## src/rtl/pipeline_stage_register_if.sv

```systemverilog
// Handshake bundle for one elastic pipeline stage: upstream side, downstream side
// and the hazard-unit controls. The slave modport is the stage's view.
interface pipeline_stage_register_if #(
    parameter int DATA_WIDTH = 96
);
    logic                  Stall_En;
    logic                  Flush;
    logic                  Valid_In;
    logic                  Ready_Out;
    logic [DATA_WIDTH-1:0] Data_In;
    logic                  Valid_Out;
    logic                  Ready_In;
    logic [DATA_WIDTH-1:0] Data_Out;
    logic [1:0]            Occupancy;

    modport slave (
        input  Stall_En, Flush, Valid_In, Data_In, Ready_In,
        output Ready_Out, Valid_Out, Data_Out, Occupancy
    );

    modport master (
        output Stall_En, Flush, Valid_In, Data_In, Ready_In,
        input  Ready_Out, Valid_Out, Data_Out, Occupancy
    );
endinterface

```

## src/rtl/pipeline_stage_register.sv

```systemverilog
// Elastic pipeline stage register: valid/ready on both sides, optional skid entry,
// stall freezes everything, flush loads a bubble payload.
module pipeline_stage_register #(
    parameter int                    DATA_WIDTH   = 96,
    parameter logic [DATA_WIDTH-1:0] RESET_VALUE  = '0,
    parameter logic [DATA_WIDTH-1:0] BUBBLE_VALUE = {32'h0000_0013, 32'h2A2A_2A2A, 32'h2A2A_2A2A},
    parameter bit                    BUBBLE_VALID = 1'b1,
    parameter bit                    SKID_EN      = 1'b1
) (
    input  logic                            CLK,
    input  logic                            RST,
    pipeline_stage_register_if.slave        bus
);

    // State encoding doubles as the occupancy count.
    typedef enum logic [1:0] {
        EMPTY = 2'd0,
        ONE   = 2'd1,
        FULL  = 2'd2
    } state_t;

    state_t                r_state;
    state_t                w_state_nxt;
    logic [DATA_WIDTH-1:0] r_main;
    logic [DATA_WIDTH-1:0] w_main_nxt;
    logic [DATA_WIDTH-1:0] r_skid;
    logic [DATA_WIDTH-1:0] w_skid_nxt;

    logic w_valid;
    logic w_ready;
    logic w_hold_off;
    logic w_accept;
    logic w_drain;

    assign w_valid    = (r_state != EMPTY);
    assign w_hold_off = bus.Stall_En | bus.Flush;

    // Without the skid entry, ready looks through to the downstream ready.
    generate
        if (SKID_EN) begin : g_skid_ready
            assign w_ready = (r_state != FULL) & ~w_hold_off;
        end else begin : g_pass_ready
            assign w_ready = (~w_valid | bus.Ready_In) & ~w_hold_off;
        end
    endgenerate

    assign w_accept = bus.Valid_In & w_ready;
    assign w_drain  = w_valid & bus.Ready_In & ~w_hold_off;

    always_comb begin
        w_state_nxt = r_state;
        w_main_nxt  = r_main;
        w_skid_nxt  = r_skid;
        if (!bus.Stall_En) begin
            if (bus.Flush) begin
                w_main_nxt  = BUBBLE_VALUE;
                w_state_nxt = BUBBLE_VALID ? ONE : EMPTY;
            end else begin
                case (r_state)
                    EMPTY: begin
                        if (w_accept) begin
                            w_main_nxt  = bus.Data_In;
                            w_state_nxt = ONE;
                        end
                    end
                    ONE: begin
                        if (w_accept && w_drain) begin
                            w_main_nxt = bus.Data_In;
                        end else if (w_accept && SKID_EN) begin
                            w_skid_nxt  = bus.Data_In;
                            w_state_nxt = FULL;
                        end else if (w_drain) begin
                            w_state_nxt = EMPTY;
                        end
                    end
                    FULL: begin
                        if (w_drain) begin
                            w_main_nxt  = r_skid;
                            w_state_nxt = ONE;
                        end
                    end
                    default: w_state_nxt = EMPTY;
                endcase
            end
        end
    end

    always_ff @(posedge CLK or posedge RST) begin
        if (RST) begin
            r_state <= EMPTY;
            r_main  <= RESET_VALUE;
            r_skid  <= '0;
        end else begin
            r_state <= w_state_nxt;
            r_main  <= w_main_nxt;
            r_skid  <= w_skid_nxt;
        end
    end

    assign bus.Ready_Out = w_ready;
    assign bus.Valid_Out = w_valid;
    assign bus.Data_Out  = r_main;
    assign bus.Occupancy = r_state;

`ifndef SYNTHESIS
    a_state_legal: assert property (@(posedge CLK) disable iff (RST)
        (r_state != FULL) || SKID_EN)
        else $error("pipeline_stage_register: FULL reached without skid entry");
`endif

endmodule
```

## src/flat_wrapper.sv

```systemverilog
// flat-port wrapper written by rule: the top's interface ports become plain ports
module pipeline_stage_register_flat 
#(
    parameter int                    DATA_WIDTH   = 96,
    parameter logic [DATA_WIDTH-1:0] RESET_VALUE  = '0,
    parameter logic [DATA_WIDTH-1:0] BUBBLE_VALUE = {32'h0000_0013, 32'h2A2A_2A2A, 32'h2A2A_2A2A},
    parameter bit                    BUBBLE_VALID = 1'b1,
    parameter bit                    SKID_EN      = 1'b1
)
  (CLK, RST, bus_Stall_En, bus_Flush, bus_Valid_In, bus_Data_In, bus_Ready_In, bus_Ready_Out, bus_Valid_Out, bus_Data_Out, bus_Occupancy);
  pipeline_stage_register_if #(.DATA_WIDTH(DATA_WIDTH)) bus_i ();
  input  logic CLK;
  input  logic RST;
  input wire logic [$bits(bus_i.Stall_En)-1:0] bus_Stall_En;
  input wire logic [$bits(bus_i.Flush)-1:0] bus_Flush;
  input wire logic [$bits(bus_i.Valid_In)-1:0] bus_Valid_In;
  input wire logic [$bits(bus_i.Data_In)-1:0] bus_Data_In;
  input wire logic [$bits(bus_i.Ready_In)-1:0] bus_Ready_In;
  output wire logic [$bits(bus_i.Ready_Out)-1:0] bus_Ready_Out;
  output wire logic [$bits(bus_i.Valid_Out)-1:0] bus_Valid_Out;
  output wire logic [$bits(bus_i.Data_Out)-1:0] bus_Data_Out;
  output wire logic [$bits(bus_i.Occupancy)-1:0] bus_Occupancy;
  assign bus_i.Stall_En = bus_Stall_En;
  assign bus_i.Flush = bus_Flush;
  assign bus_i.Valid_In = bus_Valid_In;
  assign bus_i.Data_In = bus_Data_In;
  assign bus_i.Ready_In = bus_Ready_In;
  assign bus_Ready_Out = bus_i.Ready_Out;
  assign bus_Valid_Out = bus_i.Valid_Out;
  assign bus_Data_Out = bus_i.Data_Out;
  assign bus_Occupancy = bus_i.Occupancy;
  pipeline_stage_register #(.DATA_WIDTH(DATA_WIDTH), .RESET_VALUE(RESET_VALUE), .BUBBLE_VALUE(BUBBLE_VALUE), .BUBBLE_VALID(BUBBLE_VALID), .SKID_EN(SKID_EN)) u_core (.CLK(CLK), .RST(RST), .bus(bus_i));
endmodule
```

## config.mk

```make
export PLATFORM = sky130hd
export DESIGN_NAME = pipeline_stage_register_flat
export DESIGN_NICKNAME = d
export VERILOG_FILES = /design/src/rtl/pipeline_stage_register_if.sv /design/src/rtl/pipeline_stage_register.sv /design/src/flat_wrapper.sv
export SDC_FILE = /design/constraint.sdc
export NUM_CORES = 1
export LEC_CHECK = 0
export BUFFER_PORTS_ARGS = -buffer_cell sky130_fd_sc_hd__buf_4
export CAP_MARGIN = 20
export CORE_UTILIZATION = 38
export DETAILED_ROUTE_END_ITERATION = 10
export GPL_TIMING_DRIVEN = 0
export PLACE_DENSITY_LB_ADDON = 0.1
export SLEW_MARGIN = 20
export SYNTH_ARGS = -nofsm -noshare
export SYNTH_HDL_FRONTEND = slang
export SYNTH_SLANG_ARGS = --single-unit
export TNS_END_PERCENT = 1
```

## constraint.sdc

```tcl
create_clock -name CLK -period 15.05 [get_ports CLK]
set_input_delay 3.01 -clock CLK [delete_from_list [all_inputs] [get_ports CLK]]
set_output_delay 3.01 -clock CLK [all_outputs]
set_load 0.05 [all_outputs]
```

* Word-level counts from Yosys, hierarchy flattened *
Cells that the tools add are included.

word-level totals
  flip-flop bits (word level) = 194
  output and inout port bits = 100

operators by class
  bitwise gates (word level) = 9
  reductions and logical operators = 7
  mux-type cells = 12
  equal/unequal tests = 8

operator list
  operator                                       number
  two-way mux 96 bit                             4
  case mux 96 bit (3 select lines)               1
  AND reduction 5 bit                            3
  two-way mux 2 bit                              6
  != test 3 x 2 -> 1 bit, second input constant  3
  case mux 2 bit (3 select lines)                1
  bitwise AND 1 bit                              4
  != test 4 x 2 -> 1 bit, second input constant  1
  inverter 1 bit                                 4
  nonzero test 4 bit                             1
  != test 3 bit, second input constant           1
  == test 2 x 1 -> 1 bit, second input constant  1
  == test 2 bit, second input constant           1
  zero test 2 bit                                1
  != test 2 bit, second input constant           1
  nonzero test 2 bit                             1
  logical AND 1 bit                              1
  OR 1 bit                                       1

* Longest topological paths before layout *
Gate-level depths: netlist of the first run.

  depth in word-level cells = 8
  depth in mapped cells = 6

* Worst setup path after synthesis of the first run *
No wires, ideal clock.

  kind = input-to-output
  start = input port bus_Flush
  end = output port bus_Ready_Out
  slack = 7.933 ns
  cell stages on the path = 1
  data arrival time = 4.107 ns
  path buffers = 0
  required time = 12.040 ns
  path through = nor3_1

on the way
  cells in the longest elaborated chain, start to end = 3

RTL lines
  item               line                           text
  start, declared    flat_wrapper.sv:15             input wire logic [$bits(bus_i.Flush)-1:0] bus_Flush;
  OR 1 bit           pipeline_stage_register.sv:36  assign w_hold_off = bus.Stall_En | bus.Flush;
  inverter 1 bit     pipeline_stage_register.sv:41  assign w_ready = (r_state != FULL) & ~w_hold_off;
  bitwise AND 1 bit  pipeline_stage_register.sv:41
  end, declared      flat_wrapper.sv:19             output wire logic [$bits(bus_i.Ready_Out)-1:0] bus_Ready_Out;

No other way between the ends.

* Final worst setup path of the first run *
Same ends and word-level chain as after synthesis.

==> metrics.cfg, run 1 <==
[power_and_ir_drop]
p_sw_share_pct=30.9
combPwrFrac_pct=24.1
pwr-share-clk_pct=30.0
netSwitchingPower_mw=0.468
intPower_mw=1.05
seqPwrFrac_pct=45.9
leakage_nw=4.91
vdd.ir_drop.worst_mv=0.0746
power_density_nw_per_um2=141

[worst_setup_path]
r2r-start=u_core.bus.Occupancy[0]
ff2ff_path_depth=6
r2r_setup_slack_ps=13140
worst-setup-path-type=in -> out
cp.required_ps=12040
critPathLaunch=bus_Flush
cp_max_fo=6
critPathArrivalTime_ps=3580
rr_endpoint=u_core.bus.Data_Out[47]
cp-start-kind=input pin
endpoint_kind=primary output
crit_end=bus_Ready_Out

[timing]
worst-slew-pin-transition_ps=649
min_period_ps=6590
clock_skew_ps=11.1
grt_setup_unrepaired=no
maxSlewViolCount=0
timing.final.crit_share_pct=43.8
setup_violations=0
clock.fmax_mhz=152
setup-tns-final_ps=0
hold_violations=0
relSlewSlack_pct=56.8

[grt]
grt_antenna_before_repair=0
gr-total-overflow=0
grt_pass1_wl_mm=32.1
grt_pass1_vias=5756
grt_max_degree=105
grt_use_total_pct=18.9

[cts]
cts_tree=built
cts_root_buf=clkbuf_16
post_cts_buffers=0
post_cts_resized=0
clock-sinks=194
cts-hold-fix-buffers=0
clockBufferDepth=2
clk_latency_ps=430
clk_pin_slew_worst_paths_ps=70
cts-htree-levels=4
cts_buffers=17

[yosys]
synthTopCellsByArea=dfrtp_1 58%, mux2i_1 12%, mux2_2 7.6%
ys_seq_elements=194
synth_nets=650
synth_area_per_cell_um2=15.2
yosys.area.top_type=dfrtp_1
ys_warn_count=0
synth_area_um2=8330
seq_area_frac_synth_pct=58.2
async_reset_ff_share_pct=100
synthCells=548
synth_edf_count=0
synth_commonest_cells=194 x dfrtp_1, 96 x mux2i_1, 69 x o2bb2ai_1, 56 x mux2_2, 40 x mux2_4
synth_ff_type=dfrtp_1
synth_most_common_cell=dfrtp_1
synth.top_cell.area_share_pct=58.2
synth_cell_types=29

[layout]
fin_nets=871
drive_gt1_share_pct=47.7
final_area_um2=10800
n_antenna_cell=0
syn_to_final_growth_pct=29.7

[die]
die_h_um=150
ios=202
die_x_um=150
core_um2=21300
rows=53
initial_core_util_pct=39.2
dieArea_um2=22500

[drt]
drc=0
drt_first_pass_iters=4
drt_iter0_markers=222
totalWireLength_mm=20.5
routed_via_density=5.08
vias=5370
wire_per_inst_um=19.4
ant_nets=0

[outcome]
status=completed

[placed_design]
gp_congestion=0.762
place_area_um2=10200
portBuffers=201
hpwlAfterDp_mm=14.3

[hold_path]
hold_start=u_core.bus.Data_Out[0]
hold_path_class=reg -> reg

[flow_run]
drv_cap=0

==> cell families (layout without fill, tap and decap cells) <==
logic type	count (synthesis)	in the layout	synth area share, %
buffers and inverters	43	277	3.36
muxes	192	192	26.3
DFF	194	194	58.2
and+or+nand+nor	14	14	1.11
xor gates and xnor gates	1	1	0.105
AOI/OAI and AO/OA	104	104	10.9
==> flip-flops by register name (all words and copies together) (netlist names) <==
| name | count |
|---|---|
| u_core.bus.Data_Out | 96 |
| u_core.bus.Occupancy | 2 |
| u_core.r_skid | 96 |
==> how the worst min path moves through the flow <==
stage | cells after the start | to
after detailed placement | 1 | u_core.bus.Data_Out[54]
after CTS | 1 | u_core.bus.Data_Out[23]
final | 1 | u_core.bus.Data_Out[0]
after floorplan | 1 | u_core.r_skid[86]
after global placement | 1 | u_core.bus.Data_Out[8]
after global routing | 1 | u_core.bus.Data_Out[0]
==> area by class of cell <==
cell class,count,area [µm²]
Timing Repair Buffer,202,1540
Clock inverter,13,140
Tap cell,275,344
Buffer,41,273
Clock buffer,19,443
Inverter,2,15.0
Fill cell,1801,10500
Multi-Input combinational cell,311,3200
Sequential cell,194,4850
==> stage by stage <==
stage	setup slack, ps	total power, mW	instances	hold slack [ps]	util, %
5_1_grt	8410	1.59	1057	510	50.8
4_1_cts	8440	1.54	1057	498	50.8
3_3_place_gp	4680	1.06	1024	475	47.9
6_report	8460	1.52	1057	490	50.8
2_1_floorplan	6760	0.955	548	479	-
3_5_place_dp	8450	1.08	1025	477	48.0
==> metal layers <==
metal | GRT usage (%) | part of all wire, % | vias up
li1 | - | - | 2488
met1 | 25.2 | 44 | 2728
met2 | 30.2 | 49 | 142
met3 | 5.61 | 6.0 | 12
met4 | 4.19 | 0.76 | 0
met5 | 0 | 0 | -
==> cell usage in the layout (no fill, tap or decap), types with 5 or more instances in the layout <==
cell type,n
clkbuf_1,6
mux2i_1,96
mux2_2,56
buf_6,9
a2bb2oi_1,27
buf_4,208
o2bb2ai_1,69
dfrtp_1,194
clkbuf_16,17
mux2_4,40
buf_2,20
inv_8,5
==> power groups by stage <==
stage	clock network [mW]	logic (mW)	registers, mW
after floorplan	0	0.172	0.783
after global placement	0	0.359	0.700
after detailed placement	0	0.369	0.706
after CTS	0.469	0.370	0.697
after global routing	0.489	0.389	0.711
final	0.455	0.365	0.698
==> worst max-delay path, stage by stage <==
cell,delay (ps)
buf_4,140
nor3_1,190
buf_4,240
No activity file was read; power rests on OpenSTA's default activity.
==> run 2: changes to the inputs <==
--- a/config.mk
+++ b/config.mk
@@ -5,6 +5,7 @@
 export SDC_FILE = /design/constraint.sdc
 export NUM_CORES = 1
 export LEC_CHECK = 0
+export ABC_AREA = 1
 export BUFFER_PORTS_ARGS = -buffer_cell sky130_fd_sc_hd__buf_4
 export CAP_MARGIN = 20
 export CORE_UTILIZATION = 38
==> constraint.sdc (replaced) <==
create_clock -name CLK -period 5.45 [get_ports CLK]
set_input_delay 1.09 -clock CLK [delete_from_list [all_inputs] [get_ports CLK]]
set_output_delay 1.09 -clock CLK [all_outputs]
set_load 0.05 [all_outputs]
==> run 2 against run 1 <==
Net effect:
- combinational power increased to 6.3 times the previous value
- final cell count increased by 58%
- clock power increased to 2.7 times the previous value
- critical path depth increased by 2
- largest cell class unchanged
- largest power group is now combinational logic
- highest routed layer unchanged
==> metrics.cfg, run 2 <==
[outcome]
status=completed

[yosys]
yosys.area.top_type=dfrtp_1
synthMuxAreaShare_pct=0
synth_edf_count=0
yosys.area_share.adder_pct=0
synth_commonest_cells=457 x nand2_1, 194 x dfrtp_1, 111 x nand3_1, 69 x a21oi_1, 67 x inv_1
synth_xor_area_share_pct=0
synth_top_family_by_area=simple AND/OR/NAND/NOR gates
synthTopCellsByArea=dfrtp_1 55%, nand2_1 19%, nand3_1 6.3%
synth_most_common_cell=nand2_1
async_reset_ff_share_pct=100
synth_ff_type=dfrtp_1
synth_area_um2=8880
ys_seq_elements=194
synth_cell_types=20
synth.top_cell.area_share_pct=54.7
synth_simple_gate_area_share_pct=26.4
synthCells=1119
synth-compound-area-share_pct=11.4
seq_area_frac_synth_pct=54.7
synth_area_per_cell_um2=7.94
ys_warn_count=0
synth_nets=1221

[timing]
clock.fmax_mhz=349
maxSlewViolCount=0
hold_violations=0
timing.final.crit_share_pct=52.6
worst-slew-pin-transition_ps=649
setup-tns-final_ps=0
min_period_ps=2870
setup_violations=0
relSlewSlack_pct=56.7
clock_skew_ps=15.0
grt_setup_unrepaired=no

[cts]
cts_tree=built
cts_root_buf=clkbuf_16
cts_buffers=17
post_cts_buffers=0
post_cts_resized=0
cts-htree-levels=4
clock-sinks=194
clk_pin_slew_worst_paths_ps=80
clk_latency_ps=440
clockBufferDepth=2
cts-hold-fix-buffers=0

[worst_setup_path]
cp_max_fo=8
critPathArrivalTime_ps=1780
cp-start-kind=input pin
cp.required_ps=4360
endpoint_kind=primary output
worst-setup-path-type=in -> out
r2r_setup_slack_ps=3360

[placed_design]
place_area_um2=10900
gp_congestion=0.796
portBuffers=200
dpl.cell_count=1639
hpwlAfterDp_mm=19.0

[drt]
totalWireLength_mm=26.5
drc=0
drt_iter0_markers=451
drt_first_pass_iters=5
vias=8073
routed_via_density=4.83
ant_nets=0
wire_per_inst_um=15.8

[die]
ios=202
initial_core_util_pct=39.0
core_um2=22800
die_h_um=155
rows=55
dieArea_um2=24000
die_x_um=155

[layout]
ff_latch_area_um2=4850
fin_nets=1447
finish.utilization_pct=50.4
n_antenna_cell=0
final_common_cell=nand2_1
multi_input_area_um2=3350
final_cells=1671
syn_to_final_growth_pct=29.3
final_area_um2=11500
final_cell_mix=457 x nand2_1, 218 x buf_4, 194 x dfrtp_1, 111 x nand3_1, 69 x a21oi_1
drive_gt1_share_pct=21.2
fillers=2286

[grt]
grt_use_total_pct=23.0
grt_antenna_before_repair=0
gr-total-overflow=0
grt_pass1_vias=7874
grt_pass1_wl_mm=42.4
grt_max_degree=31

[flow_run]
drv_cap=0

[power_and_ir_drop]
leakage_nw=6.08
vdd.ir_drop.worst_mv=0.228
power_density_nw_per_um2=499
p_total_mw=5.74

[hold_path]
hold_path_class=reg -> reg

-- run 2: cell count changes in the layout (fill, tap and decap cells not counted), moves of 40 or more --
cell,before,now
nand2_1,4,457
nand3_1,0,111
mux2i_1,96,0
o2bb2ai_1,69,0
a21oi_1,1,69
inv_1,1,66
mux2_2,56,0
o21ai_1,0,54
o21ai_0,2,55
mux2_4,40,0
-- run 2: worst paths after layout --
path	startpoint	end	cells past startpoint
worst max-delay path	bus_Flush	bus_Ready_Out	5
worst min-delay path	u_core.bus.Data_Out[85]	u_core.bus.Data_Out[85]	2
worst max register to register	u_core.bus.Occupancy[1]	u_core.bus.Data_Out[49]	10
worst min register to register	u_core.bus.Data_Out[85]	u_core.bus.Data_Out[85]	2
max in group asynchronous	RST	u_core.bus.Data_Out[16]	5
min in group asynchronous	RST	u_core.bus.Data_Out[69]	2
-- run 2: final cells by class --
class | count | area share (%)
Sequential cell | 194 | 42.3
Tap cell | 313 | 3.41
Clock buffer | 19 | 3.77
Multi-Input combinational cell | 772 | 29.2
Inverter | 71 | 2.35
Timing Repair Buffer | 207 | 14.4
Clock inverter | 13 | 1.03
Buffer | 82 | 3.56
-- run 2: kinds of logic after synthesis --
kind of cell	Yosys count
DFF	194
buffers and inverters	153
and+or+nand+nor	578
AOI/OAI and AO/OA	194
-- run 2: stage by stage --
step                hold slack, ps  setup slack [ps]
CTS                            477              2570
global placement               453               447
global route                   488              2520
detailed placement             458              2500
floorplan                      442              1860
finish                         473              2580
-- run 2: routing by layer --
metal  wire (µm)  global-route usage [%]  vias to the layer above  part of all wire, %
met1       12700                    32.6                     3833                   48
met5           0                       0                        -                    0
li1            -                       -                     4019                    -
met2       12400                    36.6                      201                   47
met3        1100                    3.31                       20                  4.2
met4         328                    6.79                        0                  1.2
-- run 2: critical path, cell delays in order --
cell     delay, ps
buf_2          180
nor2_4         150
nand2_1         90
inv_1           60
buf_4          200
-- run 2: report_power, final --
part / switching [mW] / total, mW / internal [mW]
Sequential: 0.249 / 2.24 / 1.99
Clock: 0.606 / 1.21 / 0.603
Combinational: 1.60 / 2.29 / 0.687
==> run 3: changes to the inputs <==
==> constraint.sdc (replaced) <==
create_clock -name CLK -period 2.35 [get_ports CLK]
set_input_delay 0.47 -clock CLK [delete_from_list [all_inputs] [get_ports CLK]]
set_output_delay 0.47 -clock CLK [all_outputs]
set_load 0.05 [all_outputs]
==> run 3 against run 2 <==
Net effect:
- first-iteration DRC count is 1.8% higher
- sequential share of layout area is 0.083 points lower
- via count is 0.11% higher
- final cell count is 0.18% higher
- die area stayed put
- critical path depth is 5 higher
- clock skew is 1.5 ps higher
- wire length hardly changed
- clock power is 130% higher
- worst setup slack worse by 2300 ps
==> metrics.cfg, run 3 (synthesis gave the netlist of run 2 again) <==
[power_and_ir_drop]
leakage_nw=6.10
vdd.ir_drop.worst_mv=0.529
power_density_nw_per_um2=1160

[timing]
setup-tns-final_ps=0
clock_skew_ps=16.6
relSlewSlack_pct=56.4
hold_violations=0
maxSlewViolCount=0
grt_setup_unrepaired=no
worst-slew-pin-transition_ps=654
setup_violations=0
timing.final.crit_share_pct=88.4
min_period_ps=2080
clock.fmax_mhz=482

[worst_setup_path]
critPathArrivalTime_ps=2400
rr_endpoint=u_core.bus.Data_Out[59]
cpMostUsedCell=nand2_1
cp.required_ps=2670
endpoint_kind=flip-flop
cp_max_fo=10
cp_cell_sequence=nand2_1, nand2_1, nor2_2, nand3_1, nand2_2, nand2_2, buf_6, buf_2, nand2_1, nand2_1
cp_slowest_stage_delay_ps=450
cp-start-kind=flip-flop
worst-setup-path-type=reg -> reg
r2r-start=u_core.bus.Occupancy[1]
r2r_setup_slack_ps=270
ff2ff_path_depth=10
cpMaxStageDelayCell=dfrtp_1

[die]
die_h_um=155
initial_core_util_pct=39.0
ios=202
rows=55
core_um2=22800
die_x_um=155
dieArea_um2=24000

[layout]
final_common_cell=nand2_1
multi_input_area_um2=3350
fin_nets=1450
syn_to_final_growth_pct=29.6
final_cell_mix=457 x nand2_1, 221 x buf_4, 194 x dfrtp_1, 111 x nand3_1, 69 x a21oi_1
n_antenna_cell=0
final_cells=1674
fillers=2288
drive_gt1_share_pct=21.4
ff_latch_area_um2=4850

[cts]
clock-sinks=194
clockBufferDepth=2
cts_tree=built
cts_buffers=17
post_cts_resized=0
clk_pin_slew_worst_paths_ps=80
clk_latency_ps=450
cts-htree-levels=4
cts_root_buf=clkbuf_16

[placed_design]
gp_congestion=0.796
portBuffers=200
dpl.cell_count=1639
hpwlAfterDp_mm=19.0

[drt]
routed_via_density=4.83
totalWireLength_mm=26.5
wire_per_inst_um=15.8
drt_first_pass_iters=5
vias=8082
drc=0
ant_nets=0
drt_iter0_markers=459

[grt]
grt_use_total_pct=23.0
gr-total-overflow=0
grt_antenna_before_repair=0
grt_pass1_wl_mm=42.4
grt_max_degree=31
grt_pass1_vias=7874

[hold_path]
hold_path_class=in -> async

[flow_run]
drv_cap=0

[outcome]
status=completed

[run 3: what timing repair did]
action | CTS | global route
setup endpoints to repair | 0 | 2
hold buffers | 0 | 0
buffers inserted | 0 | 3
[run 3: worst max path at each step]
stage	start	endpoint	slack [ps]
2_1_floorplan	RST	u_core.bus.Data_Out[0]	-620
3_3_place_gp	RST	u_core.bus.Data_Out[22]	-2030
3_5_place_dp	bus_Flush	u_core.bus.Data_Out[68]	20
4_1_cts	u_core.bus.Occupancy[1]	u_core.bus.Data_Out[64]	220
5_1_grt	u_core.bus.Occupancy[0]	u_core.bus.Data_Out[59]	60
6_report	u_core.bus.Occupancy[1]	u_core.bus.Data_Out[59]	270
[run 3: where the power goes]
group | switching [mW] | internal, mW | leakage (nW)
registers | 0.576 | 4.62 | 2.37
logic | 3.72 | 1.60 | 3.45
clock network | 1.42 | 1.40 | 0.270
total | 5.71 | 7.62 | 6.10
[run 3: critical path: cells and delay by family, from the launching register on]
kind / cells / cell delay (ps)
AND/OR/NAND/NOR: 8 / 1090
flip-flops: 1 / 450
buffers and inverters: 2 / 400
[run 3: per-layer routing]
metal | track usage, % | vias to the layer above | part of all wire, %
met2 | 36.6 | 194 | 47
met3 | 3.31 | 23 | 4.0
li1 | - | 4022 | -
met1 | 32.6 | 3843 | 48
met4 | 6.79 | 0 | 1.3
met5 | 0 | - | 0
[run 3: layout make-up]
type,count,area share (%)
plain buffers,82,3.56
clock buffers,19,3.76
clock inverters,13,1.03
inverters,71,2.35
multi-input cells,772,29.1
flip-flops and latches,194,42.2
well taps,313,3.40
repair buffers,210,14.6
[run 3: stage by stage]
stage	hold WS (ps)	util (%)	instance area [µm²]	setup WS [ps]	total power [mW]
floorplan	442	-	8890	-624	8.83
global placement	453	47.3	10800	-2030	10.5
detailed placement	458	48.0	10900	24.0	10.6
CTS	58.9	50.4	11500	216	13.4
global route	78.1	50.5	11500	57.1	14.1
finish	61.7	50.5	11500	273	13.3
